## src/rtl/div_pkg.sv

```systemverilog
// Shared types and constants for the iterative RV32M divider.
package div_pkg;
  localparam int XLEN      = 32;
  localparam int DIV_STEPS = 32;

  typedef enum logic [1:0] {DIV = 2'b00, DIVU = 2'b01, REM = 2'b10, REMU = 2'b11} div_op_e;
  typedef enum logic [1:0] {IDLE = 2'b00, CALC = 2'b01, FIX = 2'b10} div_state_e;
endpackage

```

## src/rtl/adder_sub.sv

```systemverilog
// Ripple adder/subtractor: mode=1 computes a-b, cout=1 means no borrow.
module adder_sub #(
  parameter int W = 32
) (
  input  logic [W-1:0] a,
  input  logic [W-1:0] b,
  input  logic         mode,
  output logic [W-1:0] result,
  output logic         cout
);
  logic [W-1:0] b_eff;

  assign b_eff          = b ^ {W{mode}};
  assign {cout, result} = {1'b0, a} + {1'b0, b_eff} + {{W{1'b0}}, mode};
endmodule

```

## src/rtl/div_step.sv

```systemverilog
// One restoring-division step: shift in the next dividend bit, trial-subtract, select.
module div_step
  import div_pkg::*;
(
  input  logic [XLEN-1:0] r,
  input  logic [XLEN-1:0] q,
  input  logic [XLEN-1:0] dvs,
  output logic [XLEN-1:0] r_next,
  output logic            take
);
  logic [XLEN-1:0] t;
  logic [XLEN-1:0] diff;
  logic            cout;

  // R stays below 2^31 between steps, so the shifted value fits in XLEN bits.
  assign t = {r[XLEN-2:0], q[XLEN-1]};

  adder_sub #(.W(XLEN)) u_sub (
    .a     (t),
    .b     (dvs),
    .mode  (1'b1),
    .result(diff),
    .cout  (cout)
  );

  // take doubles as the quotient bit shifted into Q.
  assign take   = cout;
  assign r_next = cout ? diff : t;
endmodule

```

## src/rtl/div_iter_unit.sv

```systemverilog
// Multicycle restoring divider for DIV/DIVU/REM/REMU, one quotient bit per clock.
module div_iter_unit
  import div_pkg::*;
(
  input  logic            clk,
  input  logic            rst_n,
  input  logic            start,
  input  logic [1:0]      op,
  input  logic [XLEN-1:0] dividend,
  input  logic [XLEN-1:0] divisor,
  input  logic            abort,
  output logic            busy,
  output logic            done,
  output logic [XLEN-1:0] result
);
  div_state_e      state_q, state_d;
  div_op_e         op_q, op_d;
  logic            qneg_q, qneg_d, rneg_q, rneg_d;
  logic [XLEN-1:0] q_q, q_d, r_q, r_d, dvs_q, dvs_d, result_q, result_d;
  logic [4:0]      cnt_q, cnt_d;
  logic            done_q, done_d;

  logic            sgn, a_neg, b_neg, step_take;
  logic [XLEN-1:0] a_mag, b_mag, r_next;

  div_step u_step (
    .r     (r_q),
    .q     (q_q),
    .dvs   (dvs_q),
    .r_next(r_next),
    .take  (step_take)
  );

  always_comb begin
    state_d  = state_q;
    op_d     = op_q;
    qneg_d   = qneg_q;
    rneg_d   = rneg_q;
    q_d      = q_q;
    r_d      = r_q;
    dvs_d    = dvs_q;
    cnt_d    = cnt_q;
    result_d = result_q;
    done_d   = 1'b0;

    sgn   = (div_op_e'(op) == DIV) || (div_op_e'(op) == REM);
    a_neg = sgn & dividend[XLEN-1];
    b_neg = sgn & divisor[XLEN-1];
    a_mag = a_neg ? (~dividend + 1'b1) : dividend;
    b_mag = b_neg ? (~divisor + 1'b1) : divisor;

    case (state_q)
      IDLE: begin
        if (start) begin
          op_d = div_op_e'(op);
          if (divisor == '0) begin
            result_d = (op[1] == 1'b0) ? '1 : dividend;
            done_d   = 1'b1;
          end else if (sgn && dividend == {1'b1, {(XLEN-1){1'b0}}} && divisor == '1) begin
            result_d = (div_op_e'(op) == DIV) ? {1'b1, {(XLEN-1){1'b0}}} : '0;
            done_d   = 1'b1;
          end else begin
            qneg_d  = a_neg ^ b_neg;
            rneg_d  = a_neg;
            q_d     = a_mag;
            r_d     = '0;
            dvs_d   = b_mag;
            cnt_d   = '0;
            state_d = CALC;
          end
        end
      end
      CALC: begin
        if (abort) begin
          state_d = IDLE;
        end else begin
          q_d   = {q_q[XLEN-2:0], step_take};
          r_d   = r_next;
          cnt_d = cnt_q + 5'd1;
          if (cnt_q == 5'(DIV_STEPS - 1)) state_d = FIX;
        end
      end
      FIX: begin
        state_d = IDLE;
        if (!abort) begin
          case (op_q)
            DIV:     result_d = qneg_q ? (~q_q + 1'b1) : q_q;
            DIVU:    result_d = q_q;
            REM:     result_d = rneg_q ? (~r_q + 1'b1) : r_q;
            default: result_d = r_q;
          endcase
          done_d = 1'b1;
        end
      end
      default: state_d = IDLE;
    endcase
  end

  always_ff @(posedge clk or negedge rst_n) begin
    if (!rst_n) begin
      state_q  <= IDLE;
      op_q     <= DIV;
      qneg_q   <= 1'b0;
      rneg_q   <= 1'b0;
      q_q      <= '0;
      r_q      <= '0;
      dvs_q    <= '0;
      cnt_q    <= '0;
      result_q <= '0;
      done_q   <= 1'b0;
    end else begin
      state_q  <= state_d;
      op_q     <= op_d;
      qneg_q   <= qneg_d;
      rneg_q   <= rneg_d;
      q_q      <= q_d;
      r_q      <= r_d;
      dvs_q    <= dvs_d;
      cnt_q    <= cnt_d;
      result_q <= result_d;
      done_q   <= done_d;
    end
  end

  assign busy   = (state_q != IDLE);
  assign done   = done_q;
  assign result = result_q;
endmodule

```

## config.mk

```make
export PLATFORM = sky130hd
export DESIGN_NAME = div_iter_unit
export DESIGN_NICKNAME = d
export VERILOG_FILES = /design/src/rtl/div_pkg.sv /design/src/rtl/adder_sub.sv /design/src/rtl/div_step.sv /design/src/rtl/div_iter_unit.sv
export SDC_FILE = /design/constraint.sdc
export NUM_CORES = 1
export LEC_CHECK = 0
export ABC_AREA = 1
export BUFFER_PORTS_ARGS = -buffer_cell sky130_fd_sc_hd__buf_2
export CORE_ASPECT_RATIO = 1.4
export CORE_MARGIN = 4
export CORE_UTILIZATION = 25
export DETAILED_ROUTE_END_ITERATION = 8
export PLACE_DENSITY_LB_ADDON = 0.12
export SYNTH_ARGS = -nofsm -noshare
export SYNTH_HDL_FRONTEND = slang
export SYNTH_SLANG_ARGS = --single-unit
```

## constraint.sdc

```tcl
create_clock -name clk -period 3 [get_ports clk]
set_input_delay 0.75 -clock clk [delete_from_list [all_inputs] [get_ports clk]]
set_output_delay 0.75 -clock clk [all_outputs]
set_load 0.02 [all_outputs]
```

-- After elaboration in Yosys (flattened, before gate mapping)
Cells that the tools add are included.
- register bits after elaboration: 140
- latch bits: 0
- RAM bits: 0
- ROM bits: 0
- output and inout bits: 34
- word-level logic and storage cells: 96
- memories: 0
- add/subtract/negate cells: 7
- multipliers: 0
- divide/modulo/power cells: 0
- order comparisons: 0
- equality and inequality tests: 15
- shift-type cells: 0
- muxes and demuxes: 39
- bitwise operators: 10
- reduce and logical (&&, ||, !) cells: 15
- operators with widths (kind ; count):
    32-bit 2-to-1 mux ; 19
    32-bit case mux with 2 select lines ; 3
    32-bit inverter ; 5
    32-bit by 1-bit adder with 32-bit output, second input constant ; 4
    32-bit case mux with 3 select lines ; 1
    32-bit == test, second input constant ; 2
    32-bit by 32-bit adder with 33-bit output ; 1
    33-bit by 1-bit adder with 33-bit output, second input constant ; 1
    32-bit logical NOT ; 1
    5-bit 2-to-1 mux ; 4
    4-bit AND reduction ; 3
    2-bit 2-to-1 mux ; 5
    2-bit != test, second input constant ; 5
    5-bit case mux with 2 select lines ; 1
    2-bit == test, second input constant ; 3
    2-bit logical NOT ; 3
    3-bit != test, second input constant ; 2
    2-bit nonzero test ; 3
    5-bit by 1-bit adder with 5-bit output, second input constant ; 1
    5-bit == test, second input constant ; 1
    5-bit AND reduction ; 1
    2-bit by 1-bit == test with 1-bit output, second input constant ; 2
    1-bit 2-to-1 mux ; 4
    2-bit case mux with 2 select lines ; 1
    other kinds (7) ; 10

-- Depth between registers and ports, before layout
Gate-level depths: netlist of run 1.
- depth after elaboration: 8
- depth in mapped cells: 17
- depth with buffers taken out: 16

-- By module
Synthesis of run 1 repeated with hierarchy kept, for this count alone.
- cells, all modules: 2272
- area total of the unflattened synthesis: 13892.1 um^2
- modules (own cells, without submodules) (module ; instances ; cells each ; area each (um^2) ; sequential area each (um^2)):
    div_iter_unit ; 1 ; 1683 ; 10771.6 ; 3503.4
    adder_sub ; 1 ; 484 ; 2625.0 ; 0.0
    div_step ; 1 ; 105 ; 495.5 ; 0.0

-- Worst setup path before layout of run 1
OpenSTA, ideal clock, no wires.
- path kind: input-to-reg
- from: input port dividend[0]
- to: register q_q[26]
- setup time: 119 ps
- data arrival time: 2204 ps
- required time: 2881 ps
- path slack: 677 ps
- stages on the path: 16
- path through: inv_1 > ha_1 > inv_1 > nor3_4 > inv_2 > nor2_2 > nand2_1 > nor2_2 > nand3_2 > nand3_4 > nand2_2 > nand2_4 > inv_2 > buf_6 > nand3_1 > o21ai_2
- word-level cells in the longest chain between the ends: 7
- RTL lines (item ; RTL line ; RTL):
    start, declared ; div_iter_unit.sv:9 ; input logic [XLEN-1:0] dividend,
    32-bit inverter ; div_iter_unit.sv:49 ; a_mag = a_neg ? (~dividend + 1'b1) : dividend;
    32-bit by 1-bit adder with 32-bit output ; div_iter_unit.sv:49 ;
    32-bit 2-to-1 mux ; div_iter_unit.sv:49 ;
    32-bit 2-to-1 mux ; div_iter_unit.sv:59 ; end else if (sgn && dividend == {1'b1, {(XLEN-1){1'b0}}} && divisor == '1) begin
    32-bit 2-to-1 mux ; div_iter_unit.sv:56 ; if (divisor == '0) begin
    32-bit 2-to-1 mux ; div_iter_unit.sv:54 ; if (start) begin
    32-bit case mux with 2 select lines ; div_iter_unit.sv:52 ; case (state_q)
    end signal, assigned ; div_iter_unit.sv:116 ; q_q <= q_d;
    end, declared ; div_iter_unit.sv:19 ; logic [XLEN-1:0] q_q, q_d, r_q, r_d, dvs_q, dvs_d, result_q, result_d;
Several ways; a longest one is shown, not always the timed one. The select of a mux whose other input is x is not followed.
A chain may end at the register's enable or synchronous reset.

-- Final worst setup path of run 1
- from: register r_q[0]
- to: register r_q[2]
- word-level cells in the longest chain between the ends: 5
- RTL lines (item ; RTL line ; RTL):
    start, declared ; div_iter_unit.sv:19 ;
    start signal, assigned ; div_iter_unit.sv:117 ; r_q <= r_d;
    32-bit by 32-bit adder with 33-bit output ; adder_sub.sv:14 ; assign {cout, result} = {1'b0, a} + {1'b0, b_eff} + {{W{1'b0}}, mode};
    33-bit by 1-bit adder with 33-bit output ; adder_sub.sv:14 ;
    32-bit 2-to-1 mux ; div_step.sv:28 ; assign r_next = cout ? diff : t;
    32-bit 2-to-1 mux ; div_iter_unit.sv:74 ; if (abort) begin
    32-bit case mux with 2 select lines ; div_iter_unit.sv:52 ;
Every way passes these cells. The select of a mux whose other input is x is not followed.

==> reports/results.txt, run 1 <==
Largest fanout on the critical path: 35
Crit-path slowest cell: fa_1
Final Setup Violations: 0
Sink count of the clock tree: 140
Top_reg_cell synth: dfrtp_1
Cts repair resizes: 0
Slew at the pin with the worst max-slew slack: 682 ps
Area growth, synth to finish: 17.7%
Worst clock skew: 15.0 ps
TritonRoute pass-1 iters: 5
Mean cell area of the mapped netlist: 6.33 µm²
Maximum number of pins on one net before global-route repair: 70
Count of vias placed by the detailed router: 13500
Most repeated cell in the gate-level netlist after synthesis: nand2_1
Most frequent cells after synthesis: nand2_1 (519), nor2_1 (258), inv_1 (203)
Maximum level of the CTS H-tree: 4
Residual antenna-violating net count after detailed routing: 0
Largest stage delay, worst path: 450 ps
RSZ-0062 raised after global routing: false
Number of distinct library cells after synthesis: 52
DIE HEIGHT: 274 µm
Hold-fix buffer count after cts: 0
Fin Setup TNS: 0 ps
I/O Buffers: 103
I/O pin count: 104
Final critical-path share of the clock period: 0.897
Number of nets at the end of the flow: 2229
Total grt overflow: 0
Critical path's most frequent cell: nand2_1
Required time reported for the critical path endpoint: 3330 ps
Main area contributors after synthesis: dfrtp_1 (28%), nand2_1 (15%), nor2_1 (7.7%), nand3_1 (7.6%), o21ai_0 (6.2%)
Synthesized net count: 2102
Wire length of the first global-routing pass: 80700 µm
Count of mapped cells out of synthesis: 1991
Final Routed Wirelength: 53500 µm
Cell type contributing the most total cell area after synthesis: dfrtp_1
Period minus WS final: 2690 ps
Number of buffers inserted during clock tree synthesis: 17
Total of max-cap violations: 0
Post-Layout Inst Area: 0.0148 mm²
Starting utilization of the core area: 0.252
FMAX: 0.371 GHz
Core outline area: 0.0500 mm²
WS Path Type: register to register
Post-CTS setup buffer count: 0
Share of the synthesized area in the top cell type: 0.278
Antenna violations before repair: 2
Placer's final routability congestion estimate: 0.958
Maximum vdd drop: 399 µV
Die width: 198 µm
Async set-or-reset flop fraction in the synthesized netlist: 1.00
Clock network latency to the later pin of the worst-skew pair: 450 ps
Clock slew seen by the registers of the worst setup and hold paths: 60 ps
Antenna cells: 0
Cell area after placement: 0.0142 mm²
Number of vias per cell after detailed routing: 4.87
Tightest slew margin relative to the limit: 0.544
CTS Root Buffer Type: clkbuf_16
HPWL reported at the end of detailed placement: 43300 µm
Count of synthesis-stage warnings from yosys: 0
Max Buffers Root-to-Sink: 2
Final Slew Violations: 0
Fraction of final layout cells sized beyond drive strength 1: 0.127
Worst Path Arrival: 3020 ps
Sequential fraction of the synthesis area: 0.278
Area of the die: 0.0541 mm²
Ratio of total power to cell area: 845 mW/mm²
Average routed wire per standard cell: 19.3 µm
Initial detailed-routing violation count: 946
Number of enable flip-flop cells after synthesis: 0
Type of element launching the critical path: register
Run status: finished, final reports clean
Vias in the first global route: 13600
# fillers: 5679
Static power due to leakage: 7.15 nW
Critical path capture point type: register
List of cells traversed by the critical path: inv_1, fa_1, inv_1, nand2_1, o21ai_2, nand3_1, nand3_2, nand2_1, nand2_2, nand2_1, nand2_2, buf_12, o21ai_0, o211ai_1, nand2_1
Cell Rows: 97
Final hold vios: 0
TritonCTS clock tree: yes
Tightest Hold Check Type: primary input to async pin
Total track usage: 0.194
DRC violation count after routing: 0
Number of synthesized register bits: 140
End-of-flow core utilization: 0.297
Netlist Area Pre-Place: 0.0126 mm²
-- flip-flops by register name, summed over array words and instances (netlist names) --
register  count
done          1
result       32
dvs_q        32
rneg_q        1
op_q          2
cnt_q         5
q_q          32
state_q       2
r_q          32
qneg_q        1
-- cells in the final DEF (no fill, tap or decap), drive strengths merged, types with 10 or more instances in the layout --
cell	instances
a21oi	137
ha	40
nand3	197
nor3	26
buf	175
o21ai	175
o211ai	39
xnor2	15
inv	209
nand4	29
dfrtp	140
nor2	272
xor2	57
nand2	526
a31oi	10
clkbuf	22
-- cell families after synthesis --
kind of cell / share of synthesized area
DFF: 0.278
muxes: 0.00179
buffers and inverters: 0.0914
and+or+nand+nor: 0.364
adders and majority gates: 0.0413
AOI/OAI and AO/OA: 0.173
xor gates and xnor gates: 0.0500
-- report_power, final --
| part | leakage, nW | switching (W) | internal (W) |
|---|---|---|---|
| Clock | 0.304 | 0.000936 | 0.00142 |
| Combinational | 5.08 | 0.00471 | 0.00241 |
| Sequential | 1.76 | 0.000635 | 0.00243 |
-- metrics by stage --
stage / hold slack [ps] / cells / setup slack (ps) / power, W
after floorplan: 449 / 1991 / 677 / 0.00771
after global placement: 470 / 2742 / 71.5 / 0.0102
after detailed placement: 469 / 2742 / 20.5 / 0.0102
after CTS: 271 / 2774 / 300 / 0.0126
after global routing: 286 / 2774 / 72.8 / 0.0136
final: 264 / 2774 / 308 / 0.0125
-- critical path, delay by kind of cell, from the launching register on --
family	cells	cell delay (ps)
simple gates	8	800
fa+ha+maj	1	450
buf+inv	3	450
flops	1	430
compound gates	3	430
-- routing by layer --
metal	routed length (µm)	track usage	share of wire
met1	21900	0.223	0.41
met2	28100	0.367	0.53
met5	0	0	0
met3	1350	0.0187	0.025
met4	2070	0.0727	0.039
-- final timing paths --
check                      startpoint        end  slack, ps  cells past startpoint
max                            r_q[0]     r_q[2]        310                     15
min                             rst_n  result[1]        260                      1
max reg2reg                    r_q[0]     r_q[2]        310                     15
min reg2reg                  dvs_q[6]   dvs_q[6]        480                      2
max in group asynchronous       rst_n  dvs_q[28]       1940                      2
min in group clk             dvs_q[6]   dvs_q[6]        480                      2
-- area by class of cell --
type / count / area (µm²) / area share
inverters: 211 / 792 / 0.0534
multi-input cells: 1573 / 7960 / 0.536
repair buffers: 175 / 1150 / 0.0775
clock inverters: 10 / 136 / 0.00919
well taps: 643 / 805 / 0.0542
flip-flops and latches: 140 / 3500 / 0.236
clock buffers: 22 / 494 / 0.0333
No activity file was read; power rests on OpenSTA's default activity.
==> inputs of run 2 (changes only) <==
--- a/config.mk
+++ b/config.mk
@@ -11,6 +11,7 @@
 export CORE_MARGIN = 4
 export CORE_UTILIZATION = 25
 export DETAILED_ROUTE_END_ITERATION = 8
+export MAX_ROUTING_LAYER = met4
 export PLACE_DENSITY_LB_ADDON = 0.12
 export SYNTH_ARGS = -nofsm -noshare
 export SYNTH_HDL_FRONTEND = slang
==> run 2 against run 1 <==
Compared with the run above:
- via count is 1.1% lower
- critical path depth is 3 lower
- clock skew is 2.9 ps lower
- largest power group unchanged
- utilization is 0.075 points lower
- non-clock buffer count stayed put
- worst hold slack worse by 37 ps
- clock power is 5% lower
==> reports/results.txt, run 2 (same netlist as run 1, synthesis figures left out) <==
Fin Setup TNS: 0 ps (unchanged)
Area growth, synth to finish: 17.4% (was 17.7%)
Required time reported for the critical path endpoint: 3350 ps (was 3330 ps)
Total grt overflow: 0 (unchanged)
Average routed wire per standard cell: 19.1 µm (was 19.3 µm)
Worst Path Arrival: 3040 ps (was 3020 ps)
Total track usage: 0.201 (was 0.194)
Largest fanout on the critical path: 5 (was 35)
Final Setup Violations: 0 (unchanged)
Final Slew Violations: 0 (unchanged)
Die width: 198 µm (unchanged)
Total of max-cap violations: 0 (unchanged)
Number of buffers inserted during clock tree synthesis: 17 (unchanged)
# fillers: 5709 (was 5679)
WS Path Type: register to register (unchanged)
Worst-case reg-to-reg path depth: 12 (was 15)
Highest-count cells in the layout ignoring fill and taps: nand2_1 (519), nor2_1 (258), inv_1 (203), nand3_1 (192), o21ai_0 (157) (unchanged)
Reg-to-reg setup timing slack: 310 ps (about the same)
Cell Rows: 97 (unchanged)
DIE HEIGHT: 274 µm (unchanged)
Fraction of final layout cells sized beyond drive strength 1: 0.127 (unchanged)
RSZ-0062 raised after global routing: false (unchanged)
Sink count of the clock tree: 140 (unchanged)
Static power due to leakage: 7.12 nW (was 7.15 nW)
Clock slew seen by the registers of the worst setup and hold paths: 70 ps (was 60 ps)
Run status: finished, final reports clean (unchanged)
Tightest Hold Check Type: primary input to async pin (unchanged)
R2r endpoint: r_q[26] (was r_q[2])
Antenna violations before repair: 1 (was 2)
CTS Root Buffer Type: clkbuf_16 (unchanged)
Core outline area: 0.0500 mm² (unchanged)
Area taken by multi-input logic gates: 0.00796 mm² (unchanged)
Final hold vios: 0 (unchanged)
I/O Buffers: 103 (unchanged)
Tightest slew margin relative to the limit: 0.551 (was 0.544)
FMAX: 0.372 GHz (was 0.371 GHz)
Type of element launching the critical path: register (unchanged)
Vias in the first global route: 13400 (was 13600)
TritonRoute pass-1 iters: 5 (unchanged)
Critical path capture point type: register (unchanged)
Area of the die: 0.0541 mm² (unchanged)
HPWL reported at the end of detailed placement: 43400 µm (was 43300 µm)
Startpoint of the lowest-slack register-to-register path: r_q[0] (unchanged)
DRC violation count after routing: 0 (unchanged)
TritonCTS clock tree: yes (unchanged)
Final critical-path share of the clock period: 0.897 (about the same)
Hold-fix buffer count after cts: 0 (unchanged)
Max Buffers Root-to-Sink: 2 (unchanged)
Maximum vdd drop: 430 µV (was 399 µV)
Count of vias placed by the detailed router: 13400 (was 13500)
Clock network latency to the later pin of the worst-skew pair: 470 ps (was 450 ps)
Residual antenna-violating net count after detailed routing: 0 (unchanged)
Starting utilization of the core area: 0.252 (unchanged)
End-of-flow core utilization: 0.296 (was 0.297)
Wire length of the first global-routing pass: 80700 µm (about the same)
Slew at the pin with the worst max-slew slack: 671 ps (was 682 ps)
Worst clock skew: 12.1 ps (was 15.0 ps)
I/O pin count: 104 (unchanged)
Ratio of total power to cell area: 836 mW/mm² (was 845 mW/mm²)
Maximum level of the CTS H-tree: 4 (unchanged)
Post-CTS setup buffer count: 0 (unchanged)
Cts repair resizes: 0 (unchanged)
Period minus WS final: 2690 ps (about the same)
Most common cell after layout, fill and taps aside: nand2_1 (unchanged)
Maximum number of pins on one net before global-route repair: 70 (unchanged)
Number of vias per cell after detailed routing: 4.81 (was 4.87)
Placer's final routability congestion estimate: 0.971 (was 0.958)
Register cell area after layout: 0.00350 mm² (unchanged)
Final Routed Wirelength: 53000 µm (was 53500 µm)
Number of nets at the end of the flow: 2229 (unchanged)
Initial detailed-routing violation count: 900 (was 946)
==> run 2: changes by cell type in the layout (fill, tap and decap cells not counted), sizes merged <==
cell and delta:
clkinv +2, inv +3, clkinvlp +1, clkbuf -5
diode +1, bufinv -1
==> run 2: metal layers <==
layer	vias to the layer above	part of all wire	GRT usage
li1	6826	-	-
met2	285	0.53	0.370
met3	78	0.030	0.0227
met1	6169	0.40	0.222
met5	-	0	-
met4	0	0.033	0.0702
==> run 2: critical path, cell delays in order (launching register included) <==
cell,delay (ps)
dfrtp_1,440
inv_1,150
fa_1,440
inv_1,80
nand2_1,80
o21ai_2,230
a21oi_1,130
o21ai_0,380
nand2_1,280
nand3_1,150
nand3_1,100
nand2_1,60
nand2_1,40
==> run 2: worst max path at each step <==
stage | start | endpoint | depth (start not counted)
floorplan | dividend[0] | q_q[26] | 16
global placement | divisor[0] | dvs_q[17] | 13
detailed placement | divisor[0] | q_q[4] | 13
CTS | r_q[0] | r_q[24] | 15
global route | r_q[0] | r_q[2] | 15
finish | r_q[0] | r_q[26] | 12
==> run 2: layout make-up <==
| cell class | count | share of cell area |
|---|---|---|
| Inverter | 211 | 0.0535 |
| Tap cell | 643 | 0.0544 |
| Clock inverter | 15 | 0.0112 |
| Timing Repair Buffer | 175 | 0.0777 |
| Sequential cell | 140 | 0.237 |
| Clock buffer | 17 | 0.0287 |
| Antenna cell | 1 | 0.000169 |
| Multi-Input combinational cell | 1573 | 0.538 |
==> run 2: stage by stage <==
step	total power [W]	cells	hold slack, ps	setup slack (ps)	area (µm²)
4_1_cts	0.0125	2774	242	294	14800
3_3_place_gp	0.0102	2742	469	92.6	14200
2_1_floorplan	0.00771	1991	449	677	12600
6_report	0.0124	2775	227	310	14800
3_5_place_dp	0.0102	2742	470	66.7	14200
5_1_grt	0.0135	2774	259	60.4	14800
==> run 2: power breakdown <==
part	total [W]	internal, W	switching, W
Clock	0.00223	0.00123	0.000992
Combinational	0.00708	0.00239	0.00469
Sequential	0.00306	0.00243	0.000631
Total	0.0124	0.00605	0.00631
==> inputs of run 3 (changes only) <==
--- a/config.mk
+++ b/config.mk
@@ -6,10 +6,12 @@
 export NUM_CORES = 1
 export LEC_CHECK = 0
 export ABC_AREA = 1
+export ABC_CLOCK_PERIOD_IN_PS = 3000
 export BUFFER_PORTS_ARGS = -buffer_cell sky130_fd_sc_hd__buf_2
 export CORE_ASPECT_RATIO = 1.4
 export CORE_MARGIN = 4
 export CORE_UTILIZATION = 25
+export CTS_BUF_LIST = sky130_fd_sc_hd__clkbuf_4 sky130_fd_sc_hd__clkbuf_8
 export DETAILED_ROUTE_END_ITERATION = 8
 export MAX_ROUTING_LAYER = met4
 export PLACE_DENSITY_LB_ADDON = 0.12
==> run 3 against run 2 <==
Compared with the run above:
- sequential power hardly changed
- utilization is 0.38 points lower
- power is 4.6% lower
- cell count stayed put
- global-route usage hardly changed
- clock skew is 7.6 ps higher
- maximum frequency is 0.11% higher
- combinational power hardly changed
- first-iteration DRC count is 0.56% higher
- clock power is 25% lower
- critical path type unchanged
- critical endpoint unchanged
- largest power group unchanged
==> reports/results.txt, run 3 (same netlist as run 1, synthesis figures left out) <==
Critical path capture point type: register (unchanged)
Number of buffers inserted during clock tree synthesis: 17 (unchanged)
Buffer and inverter count on the worst path: 2 (unchanged)
Sequential share of power: 0.259 (was 0.248)
Number of nets at the end of the flow: 2229 (unchanged)
List of cells traversed by the critical path: inv_1, fa_1, inv_1, nand2_1, o21ai_2, a21oi_1, o21ai_0, nand2_1, nand3_1, nand3_1, nand2_1, nand2_1 (unchanged)
Average routed wire per standard cell: 19.1 µm (about the same)
Number of standard cells in the final layout excluding fillers: 2775 (unchanged)
Starting utilization of the core area: 0.252 (unchanged)
Post-CTS setup buffer count: 0 (unchanged)
Final hold vios: 0 (unchanged)
Final Routed Wirelength: 53100 µm (was 53000 µm)
Sink count of the clock tree: 140 (unchanged)
Placer's final routability congestion estimate: 0.971 (unchanged)
HPWL reported at the end of detailed placement: 43400 µm (unchanged)
Clock network latency to the later pin of the worst-skew pair: 530 ps (was 470 ps)
Final Setup Violations: 0 (unchanged)
# fillers: 5737 (was 5709)
Maximum vdd drop: 361 µV (was 430 µV)
Highest-count cells in the layout ignoring fill and taps: nand2_1 (519), nor2_1 (258), inv_1 (203), nand3_1 (192), o21ai_0 (157) (unchanged)
Hold-fix buffer count after cts: 0 (unchanged)
Die width: 198 µm (unchanged)
Worst clock skew: 19.7 ps (was 12.1 ps)
Largest fanout on the critical path: 5 (unchanged)
Net switching power: 0.00624 W (was 0.00631 W)
Final critical-path share of the clock period: 0.896 (was 0.897)
Max Buffers Root-to-Sink: 2 (unchanged)
Area growth, synth to finish: 15.9% (was 17.4%)
Worst Path Arrival: 3100 ps (was 3040 ps)
I/O Buffers: 103 (unchanged)
Worst-case reg-to-reg path depth: 12 (unchanged)
Number of placed instances with taps included: 2742 (unchanged)
Internal power: 0.00556 W (was 0.00605 W)
Wire length of the first global-routing pass: 80500 µm (was 80700 µm)
Count of vias placed by the detailed router: 13400 (about the same)
Clock slew seen by the registers of the worst setup and hold paths: 100 ps (was 70 ps)
DIE HEIGHT: 274 µm (unchanged)
Share of power burned in combinational logic: 0.600 (was 0.572)
Slew at the pin with the worst max-slew slack: 714 ps (was 671 ps)
WS Path Type: register to register (unchanged)
Maximum level of the CTS H-tree: 4 (unchanged)
Fraction of power consumed by the clock network: 0.141 (was 0.180)
Largest stage delay, worst path: 450 ps (was 440 ps)
Sw Ratio: 0.529 (was 0.510)
CTS Root Buffer Type: clkbuf_8 (was clkbuf_16)
Crit-path slowest cell: dfrtp_1 (unchanged)
Type of element launching the critical path: register (unchanged)
TritonCTS clock tree: yes (unchanged)
Residual antenna-violating net count after detailed routing: 0 (unchanged)
Most common cell after layout, fill and taps aside: nand2_1 (unchanged)
Required time reported for the critical path endpoint: 3410 ps (was 3350 ps)
Run status: finished, final reports clean (unchanged)
Total track usage: 0.200 (was 0.201)
Area of the die: 0.0541 mm² (unchanged)
Total of max-cap violations: 0 (unchanged)
Static power due to leakage: 7.03 nW (was 7.12 nW)
Final Slew Violations: 0 (unchanged)
Cell Rows: 97 (unchanged)
CP delay by family, top: compound AO/OA/AOI/OAI gates (unchanged)
Period minus WS final: 2690 ps (about the same)
Number of vias per cell after detailed routing: 4.84 (was 4.81)
Fin Setup TNS: 0 ps (unchanged)
Tightest slew margin relative to the limit: 0.522 (was 0.551)
Vias in the first global route: 13400 (about the same)
TritonRoute pass-1 iters: 7 (was 5)
Critical path's most frequent cell: nand2_1 (unchanged)
Antenna violations before repair: 2 (was 1)
Total number of cells along the worst setup path: 12 (unchanged)
Total grt overflow: 0 (unchanged)
FMAX: 0.372 GHz (about the same)
DRC violation count after routing: 0 (unchanged)
Cts repair resizes: 0 (unchanged)
Core outline area: 0.0500 mm² (unchanged)
Fraction of final layout cells sized beyond drive strength 1: 0.127 (unchanged)
Maximum number of pins on one net before global-route repair: 70 (unchanged)
I/O pin count: 104 (unchanged)
Ratio of total power to cell area: 808 mW/mm² (was 836 mW/mm²)
Tightest Hold Check Type: primary input to async pin (unchanged)
Initial detailed-routing violation count: 905 (was 900)
RSZ-0062 raised after global routing: false (unchanged)
[run 3: cell count changes in the layout (fill, tap and decap cells not counted)]
cell       before  now
clkbuf_8        0   17
clkbuf_16      17    0
[run 3: stage by stage]
step	hold slack, ps	instance area (µm²)	util	setup WS, ps	power [W]
after floorplan	449	12600	-	677	0.00771
after global placement	469	14200	0.284	92.6	0.0102
after detailed placement	470	14200	0.284	66.7	0.0102
after CTS	159	14600	0.292	286	0.0119
after global routing	192	14600	0.292	55.8	0.0129
final	164	14600	0.292	313	0.0118
[run 3: cell type report]
class	count	area [µm²]	share of cell area
Antenna cell	1	2.50	0.000171
Clock buffer	17	234	0.0160
Clock inverter	15	165	0.0113
Inverter	211	792	0.0542
Multi-Input combinational cell	1573	7960	0.545
Sequential cell	140	3500	0.240
Tap cell	643	805	0.0551
Timing Repair Buffer	175	1150	0.0787
[run 3: final timing paths]
path / from / to / slack [ps]
setup / recovery: r_q[0] / r_q[26] / 310
hold / removal: rst_n / result[3] / 160
setup reg to reg: r_q[0] / r_q[26] / 310
hold reg to reg: dvs_q[28] / dvs_q[28] / 480
max in group asynchronous: rst_n / dvs_q[29] / 2020
min in group clk: dvs_q[28] / dvs_q[28] / 480
[run 3: per-layer routing]
metal | global-route usage | part of all wire
met4 | 0.0761 | 0.035
met1 | 0.222 | 0.40
met3 | 0.0186 | 0.027
met2 | 0.369 | 0.53
met5 | - | 0
[run 3: power by group through the flow]
stage	sequential (W)	clock (W)	combinational, W
5_1_grt	0.00314	0.00179	0.00795
3_5_place_dp	0.00309	0	0.00710
4_1_cts	0.00306	0.00174	0.00713
6_report	0.00305	0.00167	0.00708
3_3_place_gp	0.00309	0	0.00709
2_1_floorplan	0.00301	0	0.00470
